**src/rtl/pwm_pkg.sv**
```systemverilog
// rtl/pwm_pkg.sv - shared types and constants for the PWM fade controller
package pwm_pkg;

    localparam int DUTY_W = 8;
    localparam logic [DUTY_W-1:0] DUTY_MAX = 8'd255;

    typedef enum logic {
        IDLE = 1'b0,
        RAMP = 1'b1
    } fade_state_t;

`ifdef PWM_FADE_GAMMA_EN
    // Square-law perceptual correction: (d*d + 255) >> 8 keeps 0->0 and 255->255.
    function automatic logic [DUTY_W-1:0] gamma_sq(input logic [DUTY_W-1:0] d);
        logic [2*DUTY_W-1:0] w_sq;
        w_sq = ({{DUTY_W{1'b0}}, d} * {{DUTY_W{1'b0}}, d}) + 16'd255;
        return w_sq[2*DUTY_W-1:DUTY_W];
    endfunction
`endif

endpackage

```
**src/rtl/pwm_fade_ctrl_tick.sv**
```systemverilog
// rtl/pwm_fade_ctrl_tick.sv - step-period counter producing the 1-LSB step strobe
module fade_tick #(
    parameter int STEP_DIV_W = 16
) (
    input  logic                  clk,
    input  logic                  rst_n,
    input  logic                  i_clr,
    input  logic                  i_en,
    input  logic [STEP_DIV_W-1:0] i_period_m1,
    output logic                  o_step
);

    logic [STEP_DIV_W-1:0] r_cnt;
    logic                  w_hit;

    // The counter never passes period-1, so it cannot overflow.
    assign w_hit  = (r_cnt == i_period_m1);
    assign o_step = i_en && w_hit;

    // Count enabled cycles; wrap to zero on the step strobe or an explicit clear.
    always_ff @(posedge clk) begin
        if (!rst_n) begin
            r_cnt <= '0;
        end else if (i_clr || o_step) begin
            r_cnt <= '0;
        end else if (i_en) begin
            r_cnt <= r_cnt + STEP_DIV_W'(1);
        end
    end

endmodule

```
**src/rtl/pwm_fade_ctrl.sv**
```systemverilog
// rtl/pwm_fade_ctrl.sv - duty-cycle fade sequencer for the 8-bit PWM (optional PWM_FADE_GAMMA_EN)
module pwm_fade_ctrl
    import pwm_pkg::*;
#(
    parameter int STEP_DIV_W = 16
) (
    input  logic                  clk,
    input  logic                  rst_n,
    input  logic                  cmd_valid,
    output logic                  cmd_ready,
    input  logic [DUTY_W-1:0]     cmd_target,
    input  logic [STEP_DIV_W-1:0] cmd_period,
    input  logic                  abort,
    output logic [DUTY_W-1:0]     duty_out,
    output logic                  busy,
    output logic                  done
);

    fade_state_t           r_state;
    fade_state_t           w_state_nxt;
    logic [DUTY_W-1:0]     r_duty_q;
    logic [DUTY_W-1:0]     r_target;
    logic [STEP_DIV_W-1:0] r_period_m1;
    logic [STEP_DIV_W-1:0] w_period_m1_in;
    logic                  r_done;
    logic                  w_done_nxt;
    logic                  w_accept;
    logic                  w_tick_en;
    logic                  w_step;
    logic                  w_at_target;
    logic                  w_step_up;

    assign w_at_target    = (r_duty_q == r_target);
    assign w_step_up      = (r_target > r_duty_q);
    // A period of 0 behaves like 1, so the stored compare value is max(P,1)-1.
    assign w_period_m1_in = (cmd_period == '0) ? '0 : (cmd_period - STEP_DIV_W'(1));

    assign cmd_ready = (r_state == IDLE);
    assign busy      = (r_state == RAMP);
    assign done      = r_done;

    // State register.
    always_ff @(posedge clk) begin
        if (!rst_n) begin
            r_state <= IDLE;
        end else begin
            r_state <= w_state_nxt;
        end
    end

    // Next state and per-cycle controls; abort beats completion, completion beats stepping.
    always_comb begin
        w_state_nxt = r_state;
        w_accept    = 1'b0;
        w_done_nxt  = 1'b0;
        w_tick_en   = 1'b0;
        case (r_state)
            IDLE: begin
                if (cmd_valid) begin
                    w_accept    = 1'b1;
                    w_state_nxt = RAMP;
                end
            end
            RAMP: begin
                if (abort) begin
                    w_state_nxt = IDLE;
                end else if (w_at_target) begin
                    w_state_nxt = IDLE;
                    w_done_nxt  = 1'b1;
                end else begin
                    w_tick_en = 1'b1;
                end
            end
            default: begin
                w_state_nxt = IDLE;
            end
        endcase
    end

    fade_tick #(
        .STEP_DIV_W (STEP_DIV_W)
    ) u_fade_tick (
        .clk         (clk),
        .rst_n       (rst_n),
        .i_clr       (w_accept),
        .i_en        (w_tick_en),
        .i_period_m1 (r_period_m1),
        .o_step      (w_step)
    );

    // One-cycle completion pulse, registered so it appears alongside cmd_ready.
    always_ff @(posedge clk) begin
        if (!rst_n) begin
            r_done <= 1'b0;
        end else begin
            r_done <= w_done_nxt;
        end
    end

    // Command latch on accept.
    always_ff @(posedge clk) begin
        if (!rst_n) begin
            r_target    <= '0;
            r_period_m1 <= '0;
        end else if (w_accept) begin
            r_target    <= cmd_target;
            r_period_m1 <= w_period_m1_in;
        end
    end

    // Linear duty moves one LSB toward the target per step; steps only occur
    // while duty differs from target, so it cannot overshoot or wrap.
    always_ff @(posedge clk) begin
        if (!rst_n) begin
            r_duty_q <= '0;
        end else if (w_step) begin
            if (w_step_up) begin
                if (r_duty_q != DUTY_MAX) begin
                    r_duty_q <= r_duty_q + 8'd1;
                end
            end else begin
                if (r_duty_q != '0) begin
                    r_duty_q <= r_duty_q - 8'd1;
                end
            end
        end
    end

`ifdef PWM_FADE_GAMMA_EN
    assign duty_out = gamma_sq(r_duty_q);
`else
    assign duty_out = r_duty_q;
`endif

endmodule
```
**config.mk**
```make
export PLATFORM = sky130hd
export DESIGN_NAME = pwm_fade_ctrl
export DESIGN_NICKNAME = d
export VERILOG_FILES = /design/src/rtl/pwm_pkg.sv /design/src/rtl/pwm_fade_ctrl_tick.sv /design/src/rtl/pwm_fade_ctrl.sv
export SDC_FILE = /design/constraint.sdc
export NUM_CORES = 1
export LEC_CHECK = 0
export BUFFER_PORTS_ARGS = -buffer_cell sky130_fd_sc_hd__buf_4
export CORE_ASPECT_RATIO = 0.7
export CORE_UTILIZATION = 45
export CTS_BUF_LIST = sky130_fd_sc_hd__clkbuf_8
export DETAILED_ROUTE_END_ITERATION = 16
export PLACE_DENSITY_LB_ADDON = 0.05
export SLEW_MARGIN = 5
export SYNTH_ARGS = -nofsm -noshare
export SYNTH_HDL_FRONTEND = slang
export SYNTH_SLANG_ARGS = --single-unit
```
**constraint.sdc**
```tcl
create_clock -name clk -period 3.32 [get_ports clk]
set_clock_uncertainty 0.2 [all_clocks]
set_input_delay 0.332 -clock clk [delete_from_list [all_inputs] [get_ports clk]]
set_output_delay 0.332 -clock clk [all_outputs]
set_load 0.005 [all_outputs]
```
# After elaboration in Yosys (flattened, before gate mapping)

Index checks and enable logic that the tools add are counted.

Bits in registers: 50
Latch bits: 0
RAM bits: 0
Memory bits (read-only): 0
Input port bits: 28
Output and inout port bits: 11
Logic and storage cells: 36
Memories kept: 0

Add/sub/neg operators: 4
Multipliers: 0
Div/mod/pow operators: 0
$lt $le $gt $ge: 1
Equal/unequal tests: 4
Shift-type cells: 0
Muxes and demuxes: 11
Bitwise operators: 2
Reduce and logical (&&, ||, !) cells: 8

Operators by type and width:

| kind                                                                     | count |
|---|---|
| 8-bit 2-to-1 mux                                                         | 3 |
| 16-bit by 1-bit adder with 16-bit output (second input constant)         | 1 |
| 16-bit equality test                                                     | 1 |
| 16-bit zero test                                                         | 1 |
| 16-bit 2-to-1 mux                                                        | 1 |
| 16-bit by 1-bit subtractor with 16-bit output (second input constant)    | 1 |
| 8-bit by 1-bit adder with 8-bit output (second input constant)           | 1 |
| 8-bit equality test                                                      | 1 |
| 8-bit > comparator                                                       | 1 |
| 8-bit inequality test (second input constant)                            | 1 |
| 8-bit nonzero test                                                       | 1 |
| 8-bit by 1-bit subtractor with 8-bit output (second input constant)      | 1 |
| 1-bit 2-to-1 mux                                                         | 6 |
| 3-bit AND reduction                                                      | 1 |
| 3-bit OR reduction                                                       | 1 |
| 2-bit by 1-bit inequality test with 1-bit output (second input constant) | 1 |
| 1-bit NOT                                                                | 2 |
| 1-bit case mux with 2 select lines                                       | 1 |
| 2-bit nonzero test                                                       | 1 |
| 2-bit OR reduction                                                       | 1 |
| 1-bit logical AND                                                        | 1 |
| 1-bit logical OR                                                         | 1 |

# Depth between registers and ports, before layout

Depth in word-level cells: 7
Depth in mapped cells: 15
Gate-level depth less buffers: 15

# By module

From an unflattened synthesis, not the netlist that was laid out.

Cell total of the unflattened synthesis: 347
Area, all modules: 2912.8 um2

By module, submodules not included:

| module        | times used | cells each | area an instance (um2) | sequential area each (um2) |
|---|---|---|---|---|
| pwm_fade_ctrl | 1          | 243        | 2004.4                 | 680.7 |
| fade_tick     | 1          | 104        | 908.4                  | 320.3 |

# Least setup slack after synthesis

No wires, ideal clock.

Kind: reg-to-reg
From: reg r_duty_q[4], in the netlist duty_out[4]
To: reg r_duty_q[7], in the netlist duty_out[7]
Setup time: 0.070 ns
Arrival: 3.064 ns
Required time: 3.050 ns
Slack: -0.014 ns
Stages on the path, launching flop included: 16
Path buffers: 0
Clock period less this slack: 3.334 ns
Cell sequence: dfxtp_1 inv_1 ha_1 and3_1 a211oi_1 o21ai_1 a21o_1 inv_1 ha_1 a21o_1 a211oi_1 nor2_1 o41ai_2 xnor2_1 or3_1 a21boi_1

Cells in the longest elaborated chain, start to end: 6
Elaborated cells between the ends (all ways): 16
Those cells by class: 2 x add/sub; 1 x order compare; 3 x eq/ne; 6 x mux; 4 x reduce/logical

Ends and longest elaborated chain:

| what                                                                       | line                 | RTL |
|---|---|---|
| from (decl)                                                                | pwm_fade_ctrl.sv:21  | `logic [DUTY_W-1:0] r_duty_q;` |
| from (signal assigned)                                                     | pwm_fade_ctrl.sv:119 | `r_duty_q <= r_duty_q + 8'd1;` |
| from (signal assigned)                                                     | pwm_fade_ctrl.sv:123 | `r_duty_q <= r_duty_q - 8'd1;` |
| parallel branches: the longest is 6 deep, another holds 8-bit > comparator | --                   |  |

Parallel ways; which one is timed is not known. The select of a mux whose other input is x is not followed.
A chain may end at the register's enable or synchronous reset.

# Worst setup path after layout

Same ends and word-level chain as after synthesis.

==> flow_metrics.tcl <==
set metrics [dict create \
    met2_usage 0.247 \
    synth.distinct_cells 46 \
    worst_pin_slew_ns 0.543 \
    worstSetupEndpointType "flop" \
    min_to "r_period_m1[0]" \
    synth_top_family_by_area "simple AND/OR/NAND/NOR gates" \
    cts.clk_slew.worst_paths_ns 0.09 \
    leakagePower_nw 1.48 \
    nets 421 \
    yosysWarningCount 0 \
    peakVddDrop_v 0.000194 \
    yosysMostFrequentCell "dfxtp_1" \
    grt_max_degree 21 \
    synth_area_leaders "dfxtp_1, xnor2_1, xor2_1, ha_1, nand2_1" \
    first_pass_iters 4 \
    grtUsageMet3 0.0358 \
    dieArea_mm2 0.00663 \
    fin_hold_ws_ns 0.0295 \
    crit_fanout 3 \
    drt_wl_total_mm 6.00 \
    root_buffer "clkbuf_8" \
    cts_tree "built" \
    design_area_mm2 0.00353 \
    regToRegSetupSlack_ns 0.11 \
    period_needed_ns 3.21 \
    ant_nets 0 \
    min_path_cells 2 \
    maxCapViolCount 0 \
    critPathLaunchType "flop" \
    dp_hpwl_mm 4.65 \
    gr-total-overflow 0 \
    synth_ff_type "dfxtp_1" \
    vias 2266 \
    synthMuxAreaShare 0.0141 \
    drc 0 \
    portBuffers 38 \
    synth-xor-area-share 0.157 \
    gp_congestion 0.757 \
    gr-usage-all-layers 0.192 \
    finalWorstSetupSlack_ns 0.114 \
    timing.rr.start "duty_out[4]" \
    p_per_area_mw_per_mm2 377 \
    timing.slew.headroom 0.637 \
    grt_pass1_wl_mm 10.0 \
    num_antenna_cells 0 \
    via_per_inst 5.01 \
    clock_latency_ns 0.29 \
    die_h_um 68.4 \
    antenna_found_initial 0 \
    holdBufCountCts 0 \
    path_class "flop to flop" \
    place_ws_ns 0.0687 \
    synth-compound-area-share 0.139 \
    ff2ff_path_depth 15 \
    synth.largest_area_cell "dfxtp_1" \
    synth_edf_count 0 \
    cp_data_arrival_time_ns 3.24 \
    cts_buffers 5 \
    max_freq_ghz 0.312 \
    setup_viol 0 \
    area_delta_synth_final_pct 24.5 \
    syn_area_mm2 0.00284 \
    std_cell_rows 23 \
    synthCells 322 \
    synth-seq-area-share 0.353 \
    synth_common_cells "dfxtp_1, nand2_1, nor2_1, xnor2_1, xor2_1" \
    clock_sinks 50 \
    fin_setup_tns_ns 0 \
    reg2reg_to "duty_out[7]" \
    h-tree-depth 2 \
    slew_violations 0 \
    grt-busiest-layer "met1" \
    drt-initial-drc-count 73 \
    hp-class "input pin to flop" \
    hp-start "cmd_period[0]" \
    num_io_pins 39 \
    crit_required_ns 3.35 \
    ys_async_sr_fraction 0 \
    final_util 0.599 \
    place_area_mm2 0.00329 \
    die_w_um 96.9 \
    route.detailed.wl_per_inst_um 13.3 \
    synth_simple_gate_area_frac 0.224 \
    fp.coreArea_mm2 0.00590 \
    drive_above_1_share 0.263 \
    status "completed" \
    postSynthNetCount 367 \
    period_share 0.966 \
    clk_path_buf_depth 2 \
    initial_core_util 0.481 \
    synth_seq_cells 50 \
    met1_usage 0.315 \
    synth_top_area_frac 0.353 \
    hold_violations 0 \
    grt_pass1_vias 1956 \
    synth_fa_ha_area_frac 0.0776 \
    syn_avg_cell_area_um2 8.81 \
]
[where the power goes]
| group | total [W] | switching, W | internal (W) |
|---|---|---|---|
| Sequential | 0.000639 | 0.0000175 | 0.000621 |
| Combinational | 0.000296 | 0.000150 | 0.000146 |
| Clock | 0.000396 | 0.000186 | 0.000210 |
| Total | 0.00133 | 0.000354 | 0.000978 |
[worst max path at each step]
stage	startpoint	endpoint	slack, ns	cells past startpoint
final	duty_out[4]	duty_out[7]	0.11	15
after global routing	duty_out[4]	duty_out[7]	-0.02	15
after CTS	duty_out[7]	duty_out[7]	0.08	15
after detailed placement	duty_out[4]	duty_out[7]	0.07	15
after global placement	duty_out[4]	duty_out[7]	0.14	15
after floorplan	duty_out[4]	duty_out[7]	0.05	15
[registers in the layout, indices dropped and copies added, names as in the netlist]
name and count:
r_period_m1 16, u_fade_tick.r_cnt 16, duty_out 8, r_target 8, busy 1, done 1
[logic make-up (layout without fill, tap and decap cells)]
kind of cell / after synthesis / in the layout
AND/OR/NAND/NOR: 127 / 127
XOR/XNOR: 51 / 51
AO/OA/AOI/OAI: 50 / 50
flip-flops: 50 / 50
buffers and inverters: 23 / 78
adder cells (fa/ha/maj): 17 / 17
multiplexers: 4 / 4
[cell type report]
| class | count | area (um2) |
|---|---|---|
| clock buffer | 8 | 110 |
| inverter | 16 | 60.1 |
| multi-input combinational | 249 | 1860 |
| fill | 552 | 2370 |
| timing repair buffer | 54 | 405 |
| sequential | 50 | 1000 |
| tap | 75 | 93.8 |
[metal layers]
| layer | vias to the layer above | wire length [um] |
|---|---|---|
| met2 | 51 | 2090 |
| li1 | 1214 | - |
| met1 | 999 | 3610 |
| met4 | 0 | 22 |
| met5 | - | 0 |
| met3 | 2 | 285 |
[what timing repair did]
item,4_1_cts,5_1_grt
endpoints found under the setup margin,0,3
gates resized for setup,0,20
buffers inserted,0,1
[cell usage in the layout, fill, tap and decap left out, types with 3 or more instances in the layout]
master,synthesis,final
dfxtp_1,50,47
nor2_1,29,28
nand2_1,44,43
a21boi_0,9,9
buf_4,0,54
xor2_1,23,23
o21ai_2,10,10
dfxtp_2,0,3
clkbuf_8,0,8
xnor2_1,28,28
and3_1,3,3
a21o_1,5,5
a21oi_1,7,6
nor4_1,7,7
nand3_1,10,9
mux2i_1,4,4
ha_1,16,10
nor3_1,7,7
o21ai_0,7,6
nor2b_1,3,3
ha_4,0,6
inv_1,16,14
nand4_1,8,8
[stage by stage]
step	std cells	total power [W]
3_3_place_gp	443	0.000915
2_1_floorplan	322	0.000820
5_1_grt	452	0.00141
3_5_place_dp	443	0.000920
6_report	452	0.00133
4_1_cts	451	0.00132
[critical path, stage by stage, from the launching register on]
cell and delay [ns]:
dfxtp_2 0.34, inv_2 0.05, ha_4 0.25, and3_1 0.19
a211oi_2 0.19, o21ai_1 0.11, a21o_1 0.21, inv_2 0.07
ha_1 0.22, a21o_1 0.18, a211oi_2 0.22, nor2_2 0.07
o41ai_2 0.30, xnor2_1 0.12, or3_1 0.31, a21boi_1 0.13
No activity file was read; power rests on OpenSTA's default activity.
